==> src/rtl/bus_pkg.sv <==
// Shared definitions for the master/responder register bus: widths, base
// address and the responder state encoding.
package bus_pkg;

   localparam int          BUS_ADDR_W    = 16;
   localparam int          BUS_DATA_W    = 32;
   localparam logic [15:0] BUS_BASE_ADDR = 16'h0010;

   // RSP_ prefix keeps these distinct from the master's own state names.
   typedef enum logic [1:0] {
      RSP_IDLE,
      RSP_ADDR,
      RSP_DATA,
      RSP_DONE
   } rsp_state_t;

endpackage

==> src/rtl/slave_reg_if.sv <==
// Register bus signal bundle; the master drives the request, the responder
// returns ready/read_data/error.
interface slave_reg_if
   import bus_pkg::*;
#(
   parameter int ADDR_W = BUS_ADDR_W,
   parameter int DATA_W = BUS_DATA_W
);

   logic              valid;
   logic              read;
   logic              write;
   logic [ADDR_W-1:0] addr;
   logic [DATA_W-1:0] write_data;
   logic              ready;
   logic [DATA_W-1:0] read_data;
   logic              error;

   modport master (
      output valid, read, write, addr, write_data,
      input  ready, read_data, error
   );

   modport slave (
      input  valid, read, write, addr, write_data,
      output ready, read_data, error
   );

endinterface

==> src/rtl/slave_regfile.sv <==
// NUM_REGS x DATA_W register storage: synchronous write port, combinational
// read port, asynchronous active-low clear.
module slave_regfile
   import bus_pkg::*;
#(
   parameter int DATA_W   = BUS_DATA_W,
   parameter int NUM_REGS = 16,
   parameter int IDX_W    = (NUM_REGS > 1) ? $clog2(NUM_REGS) : 1
) (
   input  logic              clk,
   input  logic              reset_n,
   input  logic              wr_en,
   input  logic [IDX_W-1:0]  wr_idx,
   input  logic [DATA_W-1:0] wr_data,
   input  logic [IDX_W-1:0]  rd_idx,
   output logic [DATA_W-1:0] rd_data
);

   logic [DATA_W-1:0] regs_q [NUM_REGS];
   logic [DATA_W-1:0] regs_d [NUM_REGS];

   always_comb begin
      regs_d = regs_q;
      if (wr_en && (int'(wr_idx) < NUM_REGS)) begin
         regs_d[wr_idx] = wr_data;
      end
   end

   always_comb begin
      rd_data = '0;
      if (int'(rd_idx) < NUM_REGS) begin
         rd_data = regs_q[rd_idx];
      end
   end

   always_ff @(posedge clk or negedge reset_n) begin
      if (!reset_n) begin
         for (int i = 0; i < NUM_REGS; i++) begin
            regs_q[i] <= '0;
         end
      end else begin
         regs_q <= regs_d;
      end
   end

endmodule

==> src/rtl/slave_reg.sv <==
// Register bus responder: latches a request, waits WAIT_CYCLES, decodes it
// onto the register file and returns a registered one-cycle ready.
module slave_reg
   import bus_pkg::*;
#(
   parameter int                ADDR_W      = BUS_ADDR_W,
   parameter int                DATA_W      = BUS_DATA_W,
   parameter int                NUM_REGS    = 16,
   parameter logic [ADDR_W-1:0] BASE_ADDR   = ADDR_W'(BUS_BASE_ADDR),
   parameter int                WAIT_CYCLES = 1
) (
   input  logic       clk,
   input  logic       reset_n,
   slave_reg_if.slave bus
);

   localparam int IDX_W = (NUM_REGS > 1) ? $clog2(NUM_REGS) : 1;
   localparam int CNT_W = (WAIT_CYCLES > 1) ? $clog2(WAIT_CYCLES) : 1;
   localparam logic [ADDR_W:0] SPAN = (ADDR_W+1)'(4 * NUM_REGS);

   rsp_state_t        state_q, state_d;
   logic [CNT_W-1:0]  cnt_q, cnt_d;
   logic [ADDR_W-1:0] addr_q, addr_d;
   logic              read_q, read_d;
   logic              write_q, write_d;
   logic [DATA_W-1:0] wdata_q, wdata_d;
   logic              ready_q, ready_d;
   logic [DATA_W-1:0] rdata_q, rdata_d;
   logic              error_q, error_d;

   logic [ADDR_W-1:0] offset;
   logic              hit;
   logic [IDX_W-1:0]  idx;
   logic              wr_en;
   logic [DATA_W-1:0] rf_rdata;

   // Range check on the offset is equivalent to addr < BASE+4*NUM_REGS once addr >= BASE.
   always_comb begin
      offset = addr_q - BASE_ADDR;
      idx    = offset[IDX_W+1:2];
      hit    = (addr_q >= BASE_ADDR) &&
               ({1'b0, offset} < SPAN) &&
               (addr_q[1:0] == 2'b00) &&
               (read_q ^ write_q);
      wr_en  = (state_q == RSP_DATA) && hit && write_q;
   end

   slave_regfile #(
      .DATA_W   (DATA_W),
      .NUM_REGS (NUM_REGS),
      .IDX_W    (IDX_W)
   ) u_regfile (
      .clk     (clk),
      .reset_n (reset_n),
      .wr_en   (wr_en),
      .wr_idx  (idx),
      .wr_data (wdata_q),
      .rd_idx  (idx),
      .rd_data (rf_rdata)
   );

   always_comb begin
      state_d = state_q;
      cnt_d   = cnt_q;
      addr_d  = addr_q;
      read_d  = read_q;
      write_d = write_q;
      wdata_d = wdata_q;
      ready_d = 1'b0;
      rdata_d = '0;
      error_d = 1'b0;
      case (state_q)
         RSP_IDLE: begin
            if (bus.valid) begin
               addr_d  = bus.addr;
               read_d  = bus.read;
               write_d = bus.write;
               wdata_d = bus.write_data;
               cnt_d   = CNT_W'(WAIT_CYCLES - 1);
               state_d = RSP_ADDR;
            end
         end
         RSP_ADDR: begin
            if (!bus.valid) begin
               state_d = RSP_IDLE;
            end else if (cnt_q == '0) begin
               state_d = RSP_DATA;
            end else begin
               cnt_d = cnt_q - CNT_W'(1);
            end
         end
         RSP_DATA: begin
            ready_d = 1'b1;
            error_d = !hit;
            if (hit && read_q) begin
               rdata_d = rf_rdata;
            end
            state_d = RSP_DONE;
         end
         RSP_DONE: begin
            if (!bus.valid) begin
               state_d = RSP_IDLE;
            end
         end
         default: state_d = RSP_IDLE;
      endcase
   end

   always_ff @(posedge clk or negedge reset_n) begin
      if (!reset_n) begin
         state_q <= RSP_IDLE;
         cnt_q   <= '0;
         addr_q  <= '0;
         read_q  <= 1'b0;
         write_q <= 1'b0;
         wdata_q <= '0;
         ready_q <= 1'b0;
         rdata_q <= '0;
         error_q <= 1'b0;
      end else begin
         state_q <= state_d;
         cnt_q   <= cnt_d;
         addr_q  <= addr_d;
         read_q  <= read_d;
         write_q <= write_d;
         wdata_q <= wdata_d;
         ready_q <= ready_d;
         rdata_q <= rdata_d;
         error_q <= error_d;
      end
   end

   assign bus.ready     = ready_q;
   assign bus.read_data = rdata_q;
   assign bus.error     = error_q;

endmodule

==> src/flat_wrapper.sv <==
// flat-port wrapper written by rule: the top's interface ports become plain ports
module slave_reg_flat import bus_pkg::*;
#(
   parameter int                ADDR_W      = BUS_ADDR_W,
   parameter int                DATA_W      = BUS_DATA_W,
   parameter int                NUM_REGS    = 16,
   parameter logic [ADDR_W-1:0] BASE_ADDR   = ADDR_W'(BUS_BASE_ADDR),
   parameter int                WAIT_CYCLES = 1
)
  (clk, reset_n, bus_valid, bus_read, bus_write, bus_addr, bus_write_data, bus_ready, bus_read_data, bus_error);
  slave_reg_if #(.ADDR_W(ADDR_W), .DATA_W(DATA_W)) bus_i ();
  input  logic clk;
  input  logic reset_n;
  input wire logic [$bits(bus_i.valid)-1:0] bus_valid;
  input wire logic [$bits(bus_i.read)-1:0] bus_read;
  input wire logic [$bits(bus_i.write)-1:0] bus_write;
  input wire logic [$bits(bus_i.addr)-1:0] bus_addr;
  input wire logic [$bits(bus_i.write_data)-1:0] bus_write_data;
  output wire logic [$bits(bus_i.ready)-1:0] bus_ready;
  output wire logic [$bits(bus_i.read_data)-1:0] bus_read_data;
  output wire logic [$bits(bus_i.error)-1:0] bus_error;
  assign bus_i.valid = bus_valid;
  assign bus_i.read = bus_read;
  assign bus_i.write = bus_write;
  assign bus_i.addr = bus_addr;
  assign bus_i.write_data = bus_write_data;
  assign bus_ready = bus_i.ready;
  assign bus_read_data = bus_i.read_data;
  assign bus_error = bus_i.error;
  slave_reg #(.ADDR_W(ADDR_W), .DATA_W(DATA_W), .NUM_REGS(NUM_REGS), .BASE_ADDR(BASE_ADDR), .WAIT_CYCLES(WAIT_CYCLES)) u_core (.clk(clk), .reset_n(reset_n), .bus(bus_i));
endmodule
==> config.mk <==
export PLATFORM = sky130hd
export DESIGN_NAME = slave_reg_flat
export DESIGN_NICKNAME = d
export VERILOG_FILES = /design/src/rtl/bus_pkg.sv /design/src/rtl/slave_reg_if.sv /design/src/rtl/slave_regfile.sv /design/src/rtl/slave_reg.sv /design/src/flat_wrapper.sv
export SDC_FILE = /design/constraint.sdc
export NUM_CORES = 1
export LEC_CHECK = 0
export CORE_MARGIN = 3
export CORE_UTILIZATION = 45
export DETAILED_ROUTE_END_ITERATION = 10
export PLACE_DENSITY = 0.67
export SETUP_SLACK_MARGIN = 0.2
export SYNTH_ARGS = -nofsm -noshare
export SYNTH_HDL_FRONTEND = slang
export SYNTH_HIERARCHICAL = 1
export SYNTH_SLANG_ARGS = --single-unit
export TNS_END_PERCENT = 1
==> constraint.sdc <==
create_clock -name clk -period 8.11 [get_ports clk]
set_input_delay 2.0275 -clock clk [delete_from_list [all_inputs] [get_ports clk]]
set_output_delay 2.0275 -clock clk [all_outputs]
set_load 0.02 [all_outputs]
# Word-level counts from Yosys, hierarchy flattened
# Index checks and enable logic that the tools add are counted.
# word_totals
ff_bits	599
# op_classes
addsub	2
n_lt_le_gt_ge	4
eq_ne	7
n_mux	19
bitwise_logic	2
reduce_logical	14
# op_table
op	n
$bwmux W512	1
$mux W32	5
$bmux W32 S4	1
$demux W32 S4	1
$ge A16 B5 Y1 const B	1
$lt A16 B7 Y1 const B	1
$sub A16 B5 Y16 const B	1
$mux W2	4
$pmux W2 S4	1
$logic_and A1 B1 Y1	7
$ne A2 B2 Y1 const B	3
$reduce_and A3 Y1	2
$ge A5 B5 Y1 const B	1
$lt A5 B1 Y1 const B	1
$mux W1	5
$not A4 Y5	1
$eq A2 B2 Y1 const B	2
$logic_not A2 Y1	2
$ne A3 B3 Y1 const B	1
$eq A2 B1 Y1 const B	1
$pmux W1 S2	1
$reduce_and A2 Y1	1
$reduce_bool A2 Y1	1
$logic_not A1 Y1	1
2 further kinds	2

# Logic depth before layout (Yosys ltp)
# Gate-level depths: netlist of run 1.
# depth
ltp_word	8
ltp_mapped	11
depth_no_buf	9

# By module
# The synthesis of run 1 kept the hierarchy.
# by_module_without_submodules
mod	n_inst	cells_each	area_each_um2
slave_regfile	1	1406	23067.1
slave_reg	1	247	3570.9

# Worst setup path before layout of run 1
# OpenSTA, ideal clock, no wires.
# synth_path
path_type	input port to flip-flop
from	input bus_valid
to	register u_core.addr_q[14]
setup_time_ns	0.125
arrival_time_ns	3.004
t_required_ns	7.985
setup_slack_ns	4.981
path_stages	3
cell_sequence	nor3b_2 clkbuf_1 mux2_2
# synth_between
elab_chain_len	1
# synth_lines
item	line_no	source
from (decl)	flat_wrapper.sv:14	input wire logic [$bits(bus_i.valid)-1:0] bus_valid;
$reduce_and A2 Y1 (no line)	--	
to (signal assigned)	slave_reg.sv:123	addr_q <= addr_d;
to (decl)	slave_reg.sv:23	logic [ADDR_W-1:0] addr_q, addr_d;
# No other way between the ends.
# A chain may end at the register's enable or synchronous reset.

# Worst setup path in the final report of run 1
# layout_path
from	register u_core.addr_q[3]
to	register u_core/u_regfile/regs_q[242] (netlist bit)
# layout_between
elab_chain_len	7
elab_cells_between_ends	15
# layout_lines
item	line_no	source
$sub A16 B5 Y16	slave_reg.sv:39	offset = addr_q - BASE_ADDR;
$lt A16 B7 Y1	slave_reg.sv:42	({1'b0, offset} < SPAN) &&
$logic_and A1 B1 Y1 *	slave_reg.sv:41	hit = (addr_q >= BASE_ADDR) &&
$logic_and A1 B1 Y1 *	slave_reg.sv:42	
$logic_and A1 B1 Y1 *	slave_reg.sv:43	(addr_q[1:0] == 2'b00) &&
$logic_and A1 B1 Y1 * (2 in series)	slave_reg.sv:45	wr_en = (state_q == RSP_DATA) && hit && write_q;
via u_core.wr_en	slave_reg.sv:34	logic wr_en;
to (signal assigned)	slave_regfile.sv:42	regs_q <= regs_d;
to (decl)	slave_regfile.sv:19	logic [DATA_W-1:0] regs_q [NUM_REGS];
# The timed path passes the listed nets; every way through them passes the cells marked *.

==> impl_metrics.json, run 1 <==
{
  "required_ns": 8.58,
  "syn_area_per_cell_um2": 16.1,
  "drc": 0,
  "gp_congestion": 0.719,
  "maxCapViolations": 0,
  "synth_nets": 1708,
  "endpoint_kind": "flip-flop",
  "fmax_mhz": 196,
  "area_growth_pct": 13.9,
  "cts_resized": 0,
  "start_util_pct": 45.8,
  "clkSlewWorstSetupHoldPaths_ns": 0.06,
  "sw_frac_of_total_pct": 32.5,
  "grt_pass1_vias": 15700,
  "met3RoutedLength_um": 2500,
  "core_area_um2": 58100,
  "maxSlewViolCount": 0,
  "hold_viol": 0,
  "num_vias": 14500,
  "reg2reg_from": "u_core/addr_q[3]$_DFFE_PN0P_",
  "min_period_over_period_pct": 62.9,
  "final_cell_mix": "dfrtp_1 (596), mux2_2 (468), mux4_2 (128)",
  "insertedDiodeCount": 0,
  "finalWorstSetupSlack_ns": 3.01,
  "htree_levels": 3,
  "syn_area_um2": 26600,
  "antenna_found_initial": 1,
  "io_pins": 87,
  "clk_path_buf_depth": 3,
  "grt_max_degree": 184,
  "synth_top_cell_by_area": "dfrtp_1",
  "synth_cell_types": 40,
  "clkLatencyLatePin_ns": 0.60,
  "cp-start-kind": "flip-flop",
  "grt_pass1_wl_um": 96000,
  "pwr-share-clk_pct": 37.4,
  "seqPwrFrac_pct": 45.6,
  "cts-root-buf": "clkbuf_16",
  "hold_path_class": "flip-flop to flip-flop",
  "die_h_um": 249,
  "cp-startpoint": "u_core/addr_q[3]$_DFFE_PN0P_",
  "clock_sinks": 598,
  "combinationalPowerShare_pct": 17.0,
  "track_usage_pct": 19.9,
  "ant_nets": 0,
  "async_flop_share_pct": 100,
  "via_per_inst": 5.77,
  "fp.dieArea_um2": 62200,
  "grt_setup_unrepaired": "no",
  "crit_chain": "nor4_1 -> a311oi_1 -> mux2_4 -> nor4_1 -> nand2_1 -> or4_2 -> buf_4 -> mux2_4",
  "min_from": "u_core/u_regfile/regs_q[437]$_DFFE_PN0P_",
  "arrival_ns": 5.57,
  "setup_tns_ns": 0,
  "wl_per_cell_um": 24.4,
  "critPathTopFamily": "simple AND/OR/NAND/NOR gates",
  "critPathMaxStageDelay_ns": 0.97,
  "outcome": "completed",
  "numPortBuffers": 86,
  "drtPass1Iterations": 5,
  "yosysWarnings": 6,
  "die_w_um": 249,
  "cp_max_fo": 64,
  "cp_num_buf_inv": 1,
  "met2_length_um": 30300,
  "wl_met1_um": 27200,
  "setup_violations": 0,
  "p_sw_mw": 2.61,
  "postCtsSetupRepairBufs": 0,
  "postCtsHoldBufs": 0,
  "grt.overflow.total": 0,
  "final_common_cell": "dfrtp_1",
  "synth-seq-area-share_pct": 56.2,
  "max_slew_margin_pct": 16.5,
  "cts_tree": "built",
  "power_density_nw_per_um2": 265,
  "layout_min_cycle_time_ns": 5.10,
  "rows": 88,
  "crit_type": "flip-flop to flip-flop",
  "post-route-util_pct": 52.2,
  "ys_ff_latch": 598,
  "initialDrtViolationCount": 916,
  "worst_slew_pin_slew_ns": 1.25,
  "fin_total_pwr_mw": 8.04,
  "dp_hpwl_um": 34100,
  "critPathSlowestCell": "or4_2",
  "peakVddDrop_mv": 0.208,
  "synthTopCellsByArea": "dfrtp_1 (56%), mux2_2 (20%), mux4_2 (11%)",
  "skew_ns": 0.0237,
  "synth_edf_count": 0,
  "synth_top_cell_area_share_pct": 56.2,
  "holdWs_ns": 0.486,
  "synthCells": 1653,
  "leakage_nw": 14.4,
  "pre_cts_ws_ns": 3.03,
  "p_int_mw": 5.43,
  "nets": 1750,
  "layout-drive-gt1-share_pct": 48.9,
  "cts_buffers": 67,
  "highest_layer": "met5",
  "ys.flop_type": "dfrtp_1",
  "wl_um": 61300
}
## cell usage after synthesis (all sizes together), types with 2 or more instances
| master | instances |
|---|---|
| a22oi | 64 |
| and2 | 2 |
| buf | 77 |
| clkbuf | 64 |
| dfrtp | 598 |
| ha | 2 |
| inv | 37 |
| mux2 | 561 |
| mux4 | 128 |
| nand2 | 39 |
| nand2b | 2 |
| nand3 | 4 |
| nand3b | 2 |
| nand4 | 2 |
| nor2 | 8 |
| nor2b | 4 |
| nor3 | 5 |
| nor3b | 4 |
| nor4 | 35 |
| o21ai | 2 |
| or4 | 2 |
| xnor2 | 3 |
## cell families (layout without fill, tap and decap cells)
logic type                 after synthesis  count (layout)  share of synthesized area [%]
buffers and inverters                  178             269                           3.11
and+or+nand+nor                        112             112                           3.09
muxes                                  689             689                           35.4
xor gates and xnor gates                 4               4                          0.160
AOI/OAI and AO/OA                       69              69                           1.94
adders and majority gates                3               3                          0.132
DFF                                    598             598                           56.2
## path summary, 6_finish.rpt
path | to | slack [ns] | cells past startpoint
worst min-delay path | u_core/u_regfile/regs_q[437]$_DFFE_PN0P_ | 0.49 | 1
worst max register to register | u_core/u_regfile/regs_q[242]$_DFFE_PN0P_ | 3.01 | 8
min in group asynchronous | u_core/addr_q[1]$_DFFE_PN0P_ | 1.46 | 1
max in group asynchronous | u_core/u_regfile/regs_q[54]$_DFFE_PN0P_ | 5.21 | 2
worst max-delay path | u_core/u_regfile/regs_q[242]$_DFFE_PN0P_ | 3.01 | 8
worst min register to register | u_core/u_regfile/regs_q[437]$_DFFE_PN0P_ | 0.49 | 1
## power by group through the flow
stage                     registers, mW  clock network [mW]  logic (mW)
final                              3.67                3.00        1.36
after global routing               3.73                3.21        1.46
after CTS                          3.66                3.09        1.38
after detailed placement           3.72                   0        1.37
after global placement             3.70                   0        1.36
after floorplan                    3.33                   0        1.17
## registers in the layout, indices dropped and copies added (netlist names), named ones only
| name | flops |
|---|---|
| u_core/u_regfile/regs_q | 512 |
| u_core/bus.read_data | 32 |
| u_core/wdata_q | 32 |
| u_core/addr_q | 16 |
| u_core/bus.error | 1 |
| u_core/bus.ready | 1 |
| u_core/read_q | 1 |
| u_core/state_q | 1 |
| u_core/write_q | 1 |
## through the flow
stage	instances	instance area, µm²
final	2509	30300
after global routing	2509	30300
after CTS	2509	30300
after detailed placement	2391	28100
after global placement	2391	28100
after floorplan	1653	26600
## worst register-to-register path, delay by kind of cell, from the launching register on
kind / cells / cell delay [ns]
AO/OA/AOI/OAI: 1 / 0.13
buffers and inverters: 1 / 0.41
flip-flops: 1 / 0.82
multiplexers: 2 / 0.91
AND/OR/NAND/NOR: 4 / 2.71
## layout make-up
cell class,instances,area (µm²)
Clock buffer,95,2000
Clock inverter,23,208
Fill cell,4769,27800
Inverter,37,139
Multi-Input combinational cell,877,11000
Sequential cell,598,15000
Tap cell,765,957
Timing Repair Buffer,114,1100
## routing by layer
metal	GRT usage, %	up-vias
met5	0	-
met3	2.74	95
met2	33.2	299
met4	6.07	2
li1	-	6188
met1	27.4	7883
(Power assumes the default switching activity.)
==> run 2: changes to the inputs <==
- clock period: 8.11 -> 5.1 ns (I/O delays scaled with it)
==> impl_metrics.json, run 2 (synthesis gave the netlist of run 1 again) <==
{
  "outcome": "completed",
  "clkLatencyLatePin_ns": 0.59,
  "num_vias": 14700,
  "area_growth_pct": 14.9,
  "combinationalPowerShare_pct": 17.8,
  "insertedDiodeCount": 0,
  "cts_buffers": 67,
  "seqPwrFrac_pct": 45.1,
  "largest_reg_flops": 512,
  "cts_resized": 0,
  "grt_pass1_vias": 16100,
  "cp_max_fo": 17,
  "finalWorstSetupSlack_ns": 1.10,
  "layout_min_cycle_time_ns": 4.00,
  "min_period_over_period_pct": 78.5,
  "skew_ns": 0.0127,
  "maxCapViolations": 0,
  "crit_type": "flip-flop to flip-flop",
  "endpoint_kind": "flip-flop",
  "cts-root-buf": "clkbuf_16",
  "regMostFlops": "u_core/u_regfile/regs_q",
  "postCtsSetupRepairBufs": 0,
  "sw_frac_of_total_pct": 32.5,
  "start_util_pct": 45.8,
  "place_area_um2": 28400,
  "min_to": "u_core/u_regfile/regs_q[434]$_DFFE_PN0P_",
  "track_usage_pct": 20.8,
  "reg2reg_from": "u_core/addr_q[4]$_DFFE_PN0P_",
  "peakVddDrop_mv": 0.300,
  "ff2ff_setup_slack_ns": 1.10,
  "max_slew_margin_pct": 24.6,
  "min_from": "u_core/u_regfile/regs_q[434]$_DFFE_PN0P_",
  "maxSlewViolCount": 0,
  "post-route-util_pct": 52.6,
  "grt_max_degree": 125,
  "critPathTopFamily": "simple AND/OR/NAND/NOR gates",
  "pwr-share-clk_pct": 37.1,
  "cp-start-kind": "flip-flop",
  "leakage_nw": 14.5,
  "worst_slew_pin_slew_ns": 1.13,
  "setup_tns_ns": 0,
  "ant_nets": 0,
  "clock_sinks": 598,
  "wl_per_cell_um": 25.2,
  "numPortBuffers": 86,
  "antenna_found_initial": 0,
  "hold_path_class": "flip-flop to flip-flop",
  "dp.cells": 2408,
  "reg2reg_to": "u_core/u_regfile/regs_q[422]$_DFFE_PN0P_",
  "crit_chain": "inv_1 -> ha_1 -> xor2_1 -> nor4b_2 -> nand3_1 -> nor4_1 -> buf_4 -> nand2b_1 -> or3_2 -> buf_4 -> mux2_1",
  "critPathMaxStageDelay_ns": 0.79,
  "grt_setup_unrepaired": "no",
  "required_ns": 5.56,
  "die_h_um": 249,
  "fmax_mhz": 250,
  "cp_num_buf_inv": 3,
  "via_per_inst": 5.80,
  "die_w_um": 249,
  "drtPass1Iterations": 4,
  "holdWs_ns": 0.486,
  "fp.dieArea_um2": 62200,
  "final_cell_mix": "dfrtp_1 (596), mux2_2 (468), mux4_2 (128)",
  "hold_viol": 0,
  "hold_depth": 1,
  "layout-drive-gt1-share_pct": 48.9,
  "drc": 0,
  "path_common_cell": "buf_4",
  "setup_violations": 0,
  "stdcell_area_um2": 30600,
  "critPathSlowestCell": "or3_2",
  "clk_path_buf_depth": 3,
  "initialDrtViolationCount": 862,
  "power_density_nw_per_um2": 421,
  "nets": 1767,
  "core_area_um2": 58100,
  "dp_hpwl_um": 35400,
  "p_sw_mw": 4.19,
  "fin_total_pwr_mw": 12.9,
  "postCtsHoldBufs": 0,
  "final_common_cell": "dfrtp_1",
  "cts_tree": "built",
  "pre_cts_ws_ns": 1.13,
  "arrival_ns": 4.47,
  "io_pins": 87,
  "gp_congestion": 0.765,
  "rows": 88,
  "htree_levels": 3,
  "r2r_cells": 11,
  "clkSlewWorstSetupHoldPaths_ns": 0.06,
  "wl_um": 63800,
  "grt_pass1_wl_um": 99800,
  "final_cells": 2528,
  "p_int_mw": 8.71,
  "grt.overflow.total": 0
}
-- run 2: how the worst max path moves through the flow --
stage | startpoint | to | slack, ns | cells after the start
2_1_floorplan | u_core/addr_q[4]$_DFFE_PN0P_ | u_core/u_regfile/regs_q[481]$_DFFE_PN0P_ | 1.97 | 10
3_3_place_gp | u_core/addr_q[4]$_DFFE_PN0P_ | u_core/u_regfile/regs_q[445]$_DFFE_PN0P_ | 1.16 | 11
3_5_place_dp | u_core/addr_q[4]$_DFFE_PN0P_ | u_core/u_regfile/regs_q[424]$_DFFE_PN0P_ | 1.13 | 11
4_1_cts | u_core/addr_q[4]$_DFFE_PN0P_ | u_core/u_regfile/regs_q[422]$_DFFE_PN0P_ | 1.11 | 11
5_1_grt | u_core/addr_q[4]$_DFFE_PN0P_ | u_core/u_regfile/regs_q[424]$_DFFE_PN0P_ | 0.87 | 11
6_report | u_core/addr_q[4]$_DFFE_PN0P_ | u_core/u_regfile/regs_q[422]$_DFFE_PN0P_ | 1.10 | 11
-- run 2: cell type report --
| class | count | area (µm²) |
|---|---|---|
| fill | 4682 | 27500 |
| sequential | 598 | 15000 |
| multi-input combinational | 877 | 11000 |
| clock buffer | 106 | 2080 |
| timing repair buffer | 131 | 1350 |
| tap | 765 | 957 |
| inverter | 37 | 139 |
| clock inverter | 14 | 130 |
-- run 2: power groups by stage --
stage                     sequential, mW  clock, mW  combinational [mW]
after floorplan                     5.30          0                1.86
after global placement              5.88          0                2.31
after detailed placement            5.91          0                2.32
after CTS                           5.82       4.91                2.33
after global routing                5.91       5.11                2.43
final                               5.81       4.79                2.29
-- run 2: layer usage --
layer  routed length [µm]  part of all wire (%)  GRT usage, %  vias to the layer above
met1                27900                    44          28.1                     8009
met2                31700                    50          34.8                      284
met4                 1760                   2.8          6.12                        0
met3                 2420                   3.8          3.64                      121
met5                    0                     0             0                        -
li1                     -                     -             -                     6239
